==> config.mk <==
export PLATFORM = sky130hd
export DESIGN_NAME = pe_column_drain
export DESIGN_NICKNAME = d
export VERILOG_FILES = /design/src/rtl/pe_column_drain.sv
export SDC_FILE = /design/constraint.sdc
export NUM_CORES = 1
export LEC_CHECK = 0
export BUFFER_PORTS_ARGS = -buffer_cell sky130_fd_sc_hd__buf_4
export CAP_MARGIN = 20
export CORE_MARGIN = 10
export CORE_UTILIZATION = 35
export CTS_CLUSTER_SIZE = 25
export DETAILED_ROUTE_END_ITERATION = 10
export PLACE_DENSITY_LB_ADDON = 0.12
export SYNTH_ARGS = -nofsm -noshare
export SYNTH_HDL_FRONTEND = slang
export SYNTH_SLANG_ARGS = --single-unit
==> constraint.sdc <==
create_clock -name clk -period 2.9 [get_ports clk]
set_input_delay 0.29 -clock clk [delete_from_list [all_inputs] [get_ports clk]]
set_output_delay 0.29 -clock clk [all_outputs]
set_load 0.02 [all_outputs]
==> src/rtl/pe_column_drain.sv <==
`default_nettype none
// ============================================================================
// Module      : pe_column_drain
// Description : Output collector at the bottom of a PE column's vertical
//               result chain. Shifts NUM_ROWS results out one per cycle,
//               converts each to the layer precision (8/4/2 bit, saturate or
//               truncate), packs them LSB-first into 32-bit words and emits
//               the words on a valid/ready stream.
// Ports       : clk, reset (async, active-high)
//               start, PRECISION, sat_en      - drain control (sampled on start)
//               col_in / drain_shift          - column value and shift enable
//               out_data/out_valid/out_ready/out_last - packed word stream
//               busy, done                    - drain status
// Revision    : 1.0 - initial release
// ============================================================================
module pe_column_drain #(
    parameter int ACC_DATA_WIDTH = 32,
    parameter int NUM_ROWS       = 16,
    parameter int OUT_WIDTH      = 32
) (
    input  logic                      clk,
    input  logic                      reset,
    input  logic                      start,
    input  logic [1:0]                PRECISION,
    input  logic                      sat_en,
    input  logic [ACC_DATA_WIDTH-1:0] col_in,
    output logic                      drain_shift,
    output logic [OUT_WIDTH-1:0]      out_data,
    output logic                      out_valid,
    input  logic                      out_ready,
    output logic                      out_last,
    output logic                      busy,
    output logic                      done
);

    localparam int c_rw = (NUM_ROWS > 1) ? $clog2(NUM_ROWS) : 1;
    localparam logic [c_rw-1:0] c_last_row = c_rw'(NUM_ROWS - 1);

    localparam logic signed [ACC_DATA_WIDTH-1:0] c_max8 = 127;
    localparam logic signed [ACC_DATA_WIDTH-1:0] c_min8 = -128;
    localparam logic signed [ACC_DATA_WIDTH-1:0] c_max4 = 7;
    localparam logic signed [ACC_DATA_WIDTH-1:0] c_min4 = -8;
    localparam logic signed [ACC_DATA_WIDTH-1:0] c_max2 = 1;
    localparam logic signed [ACC_DATA_WIDTH-1:0] c_min2 = -2;

    typedef enum logic [1:0] {
        ST_IDLE  = 2'd0,
        ST_DRAIN = 2'd1,
        ST_EMIT  = 2'd2
    } state_t;

    state_t                 state_q, state_d;
    logic [1:0]             prec_q, prec_d;
    logic                   sat_q, sat_d;
    logic [c_rw-1:0]        row_cnt_q, row_cnt_d;
    logic [3:0]             lane_cnt_q, lane_cnt_d;
    logic [OUT_WIDTH-1:0]   pack_q, pack_d;
    logic [OUT_WIDTH-1:0]   out_data_q, out_data_d;
    logic                   out_valid_q, out_valid_d;
    logic                   out_last_q, out_last_d;
    logic                   drain_shift_q, drain_shift_d;
    logic                   busy_q, busy_d;
    logic                   done_q, done_d;

    logic signed [ACC_DATA_WIDTH-1:0] col_s;
    logic [7:0]             lane_val;
    logic [4:0]             lane_shift;
    logic [3:0]             lanes_m1;
    logic [OUT_WIDTH-1:0]   pack_next;
    logic                   row_last;

    assign col_s = signed'(col_in);

    // Lane conversion, bit offset of the current lane, and lanes per word - 1,
    // all driven by the precision captured at start. Code 3 behaves as 8-bit.
    always_comb begin
        lane_val   = '0;
        lane_shift = '0;
        lanes_m1   = 4'd3;
        case (prec_q)
            2'd1: begin
                lanes_m1   = 4'd7;
                lane_shift = {lane_cnt_q[2:0], 2'b00};
                if (sat_q && (col_s > c_max4))      lane_val = 8'h07;
                else if (sat_q && (col_s < c_min4)) lane_val = 8'h08;
                else                                lane_val = {4'b0000, col_in[3:0]};
            end
            2'd2: begin
                lanes_m1   = 4'd15;
                lane_shift = {lane_cnt_q, 1'b0};
                if (sat_q && (col_s > c_max2))      lane_val = 8'h01;
                else if (sat_q && (col_s < c_min2)) lane_val = 8'h02;
                else                                lane_val = {6'b000000, col_in[1:0]};
            end
            default: begin
                lanes_m1   = 4'd3;
                lane_shift = {lane_cnt_q[1:0], 3'b000};
                if (sat_q && (col_s > c_max8))      lane_val = 8'h7F;
                else if (sat_q && (col_s < c_min8)) lane_val = 8'h80;
                else                                lane_val = col_in[7:0];
            end
        endcase
    end

    // The pack register is cleared before each word, so OR-ing in the new lane
    // is enough; unused lanes of a short final word stay zero.
    assign pack_next = pack_q | (OUT_WIDTH'(lane_val) << lane_shift);
    assign row_last  = (row_cnt_q == c_last_row);

    always_comb begin
        state_d       = state_q;
        prec_d        = prec_q;
        sat_d         = sat_q;
        row_cnt_d     = row_cnt_q;
        lane_cnt_d    = lane_cnt_q;
        pack_d        = pack_q;
        out_data_d    = out_data_q;
        out_valid_d   = out_valid_q;
        out_last_d    = out_last_q;
        drain_shift_d = drain_shift_q;
        busy_d        = busy_q;
        done_d        = 1'b0;
        case (state_q)
            ST_IDLE: begin
                drain_shift_d = 1'b0;
                if (start) begin
                    state_d       = ST_DRAIN;
                    prec_d        = PRECISION;
                    sat_d         = sat_en;
                    row_cnt_d     = '0;
                    lane_cnt_d    = '0;
                    pack_d        = '0;
                    drain_shift_d = 1'b1;
                    busy_d        = 1'b1;
                end
            end
            ST_DRAIN: begin
                pack_d     = pack_next;
                row_cnt_d  = row_cnt_q + c_rw'(1);
                lane_cnt_d = lane_cnt_q + 4'd1;
                if ((lane_cnt_q == lanes_m1) || row_last) begin
                    out_data_d    = pack_next;
                    out_valid_d   = 1'b1;
                    out_last_d    = row_last;
                    drain_shift_d = 1'b0;
                    state_d       = ST_EMIT;
                end
            end
            ST_EMIT: begin
                if (out_valid_q && out_ready) begin
                    out_valid_d = 1'b0;
                    out_last_d  = 1'b0;
                    lane_cnt_d  = '0;
                    pack_d      = '0;
                    if (out_last_q) begin
                        done_d  = 1'b1;
                        busy_d  = 1'b0;
                        state_d = ST_IDLE;
                    end else begin
                        drain_shift_d = 1'b1;
                        state_d       = ST_DRAIN;
                    end
                end
            end
            default: begin
                state_d       = ST_IDLE;
                drain_shift_d = 1'b0;
                busy_d        = 1'b0;
                out_valid_d   = 1'b0;
            end
        endcase
    end

    always_ff @(posedge clk or posedge reset) begin
        if (reset) begin
            state_q       <= ST_IDLE;
            prec_q        <= '0;
            sat_q         <= 1'b0;
            row_cnt_q     <= '0;
            lane_cnt_q    <= '0;
            pack_q        <= '0;
            out_data_q    <= '0;
            out_valid_q   <= 1'b0;
            out_last_q    <= 1'b0;
            drain_shift_q <= 1'b0;
            busy_q        <= 1'b0;
            done_q        <= 1'b0;
        end else begin
            state_q       <= state_d;
            prec_q        <= prec_d;
            sat_q         <= sat_d;
            row_cnt_q     <= row_cnt_d;
            lane_cnt_q    <= lane_cnt_d;
            pack_q        <= pack_d;
            out_data_q    <= out_data_d;
            out_valid_q   <= out_valid_d;
            out_last_q    <= out_last_d;
            drain_shift_q <= drain_shift_d;
            busy_q        <= busy_d;
            done_q        <= done_d;
        end
    end

    assign drain_shift = drain_shift_q;
    assign out_data    = out_data_q;
    assign out_valid   = out_valid_q;
    assign out_last    = out_last_q;
    assign busy        = busy_q;
    assign done        = done_q;

endmodule
`default_nettype wire

==> metrics.yaml <==
setup_path:
  crit_path_start_kind: "register"
  cp.arrival_ns: 2.72
  crit_fanout: 17
  worst_path_max_delay_cell: "nor3_1"
  critPathKind: "reg2reg"
  cp.required_ns: 3.10
  end_kind: "register"
  worstPathCellList: "inv_1 > ha_1 > nand2_1 > a21oi_1 > a311oi_2 > a211oi_1 > nor3_1 > a21oi_1"
  worst_path_largest_cell_delay_ns: 0.58
  cpMostUsedCell: "a21oi_1"
finish:
  drive_above_1_share_pct: 21.9
  seq_area_um2: 2050
  area_growth_pct: 24.7
  final_design_area_no_fill_um2: 5350
  nNetsFinal: 578
  multi_input_area_um2: 2070
  antennaDiodeCount: 0
  fillers: 1191
timing:
  fmax_mhz: 397
  fin_setup_tns_ns: 0
  finalHoldViolations: 0
  period_share_pct: 86.8
  tightestPinTransition_ns: 0.789
  period_minus_slack_ns: 2.52
  rsz0062_at_grt: "no"
  worst_clock_skew_ns: 0.0122
  setup_viol: 0
  slew_viol_final: 0
  setup_ws_ns: 0.382
  slew_headroom_pct: 47.3
clock_network:
  cts_resized: 0
  numCtsBuffers: 9
  post_cts_buffers: 0
  cts_sinks: 82
  htree_levels: 3
  postCtsHoldBufs: 0
  cts_tree: "done"
  clockBufferDepth: 2
  clk_pin_slew_ns: 0.06
  clk_latency_ns: 0.35
  clockRootBuffer: "clkbuf_16"
drt:
  drt-pass1-iter-count: 5
  drc: 0
  drt_wl_total_um: 12500
  viasPerCell: 5.54
  ant_nets: 0
  num_vias: 3794
  drt-initial-drc-count: 259
  wire_per_inst_um: 18.3
flow_run:
  cap_violations: 0
global_route:
  use_met1_pct: 19.2
  grt_pass1_vias: 3706
  grt.busiest_layer: "met2"
  antenna_found_initial: 0
  grt_overflow: 0
  track_usage_pct: 14.9
  grt_use_met3_pct: 4.83
  grt_pass1_wl_um: 19800
  grt_max_degree: 48
  grt_util_met2_pct: 23.6
logic_synthesis:
  synthesis.nets: 506
  synthDistinctLibCells: 59
  synth_area_leaders: "dfrtp_1, nand2_1, o21ai_0"
  async_flop_share_pct: 100
  ys_seq_elements: 82
  seq_area_frac_synth_pct: 47.9
  synth_top_area_share_pct: 47.9
  syn_area_um2: 4290
  syn_avg_cell_area_um2: 9.28
  synth_cells: 462
  synth_commonest_cells: "dfrtp_1, nand2_1, nor2_1"
  synth_top_area_cell: "dfrtp_1"
  synth_edf_count: 0
  yosys_warnings: 0
  yosysMostFrequentCell: "dfrtp_1"
  synth-main-ff-cell: "dfrtp_1"
floorplanning:
  die_y_um: 131
  start_util_pct: 35.7
  rows: 40
  num_io_pins: 76
  die_area_um2: 17100
  die_w_um: 131
  coreArea_um2: 12000
placement:
  place_congestion: 0.913
  preCtsSetupSlack_ns: 0.396
  postPlaceCellArea_um2: 5030
  dp_hpwl_um: 9290
  io_buffers: 75
hold_path:
  hold_class: "in2async"
pwr:
  p_per_area_nw_per_um2: 1330
  ir_drop_v: 0.000617
  leakagePower_nw: 2.42
run_status:
  status: "complete, no violations"
critical path: cells and delay by family, from the launching register on:
family,cells,cell delay (ns)
AND/OR/NAND/NOR,2,0.72
AO/OA/AOI/OAI,4,0.76
adder cells (fa/ha/maj),1,0.50
buffers and inverters,1,0.06
flip-flops,1,0.34
layout by cell type, fill, tap and decap left out, types with 7 or more instances in the layout:
| cell | instances |
|---|---|
| dfrtp_1 | 82 |
| mux2i_1 | 17 |
| o21ai_0 | 36 |
| nand3_1 | 9 |
| clkbuf_16 | 9 |
| nand2_1 | 56 |
| buf_4 | 81 |
| a22o_1 | 9 |
| a21oi_1 | 33 |
| inv_1 | 18 |
| o22ai_1 | 19 |
| o21ai_1 | 10 |
| nand4_1 | 7 |
| nor2_1 | 42 |
where the power goes:
group / leakage, nW / switching (W) / internal [W]
registers: 1.04 / 0.000337 / 0.00163
logic: 1.23 / 0.00246 / 0.00144
clock network: 0.152 / 0.000459 / 0.000774
total: 2.42 / 0.00325 / 0.00384
sequential cells by signal, summed over array words and instances, names as in the netlist:
register     cells
out_data        32
pack_q          32
lane_cnt_q       4
row_cnt_q        4
prec_q           2
state_q          2
busy             1
done             1
drain_shift      1
out_last         1
out_valid        1
sat_q            1
metal layers:
layer	part of all wire [%]	vias to the layer above
met5	0	-
met1	45	1839
li1	-	1831
met4	1.6	0
met2	48	108
met3	5.4	16
stage by stage:
stage	total power, W	utilization [%]	std cells	hold slack [ns]
final	0.00710	44.5	685	0.0143
after global routing	0.00761	44.5	685	0.0658
after CTS	0.00712	44.5	685	0.0323
after detailed placement	0.00587	41.9	670	0.410
after global placement	0.00585	41.9	670	0.405
after floorplan	0.00456	-	462	0.407
cells by family (layout without fill, tap and decap cells):
kind of cell	Yosys count	in the layout	synth area share, %
mux	20	20	4.84
flops	82	82	47.9
compound gates	163	163	25.7
xor+xnor	1	1	0.204
simple gates	150	150	16.1
buf+inv	41	117	3.88
fa+ha+maj	5	5	1.46
worst paths after layout:
check	start	to	slack, ns	cells after the start
min in group clk	PRECISION[0]	prec_q[0]	0.16	3
hold reg to reg	pack_q[12]	pack_q[12]	0.48	2
hold / removal	reset	out_data[23]	0.01	2
max in group asynchronous	reset	lane_cnt_q[3]	2.21	3
setup reg to reg	prec_q[0]	out_data[15]	0.38	8
setup / recovery	prec_q[0]	out_data[15]	0.38	8
final cells by class:
cell class / instances / share of cell area, %
inverters: 19 / 1.36
repair buffers: 83 / 12.1
clock buffers: 11 / 4.54
flip-flops and latches: 82 / 38.4
multi-input cells: 339 / 38.7
well taps: 147 / 3.44
clock inverters: 4 / 1.43
Note: power is estimated with default switching activity, not from simulation.
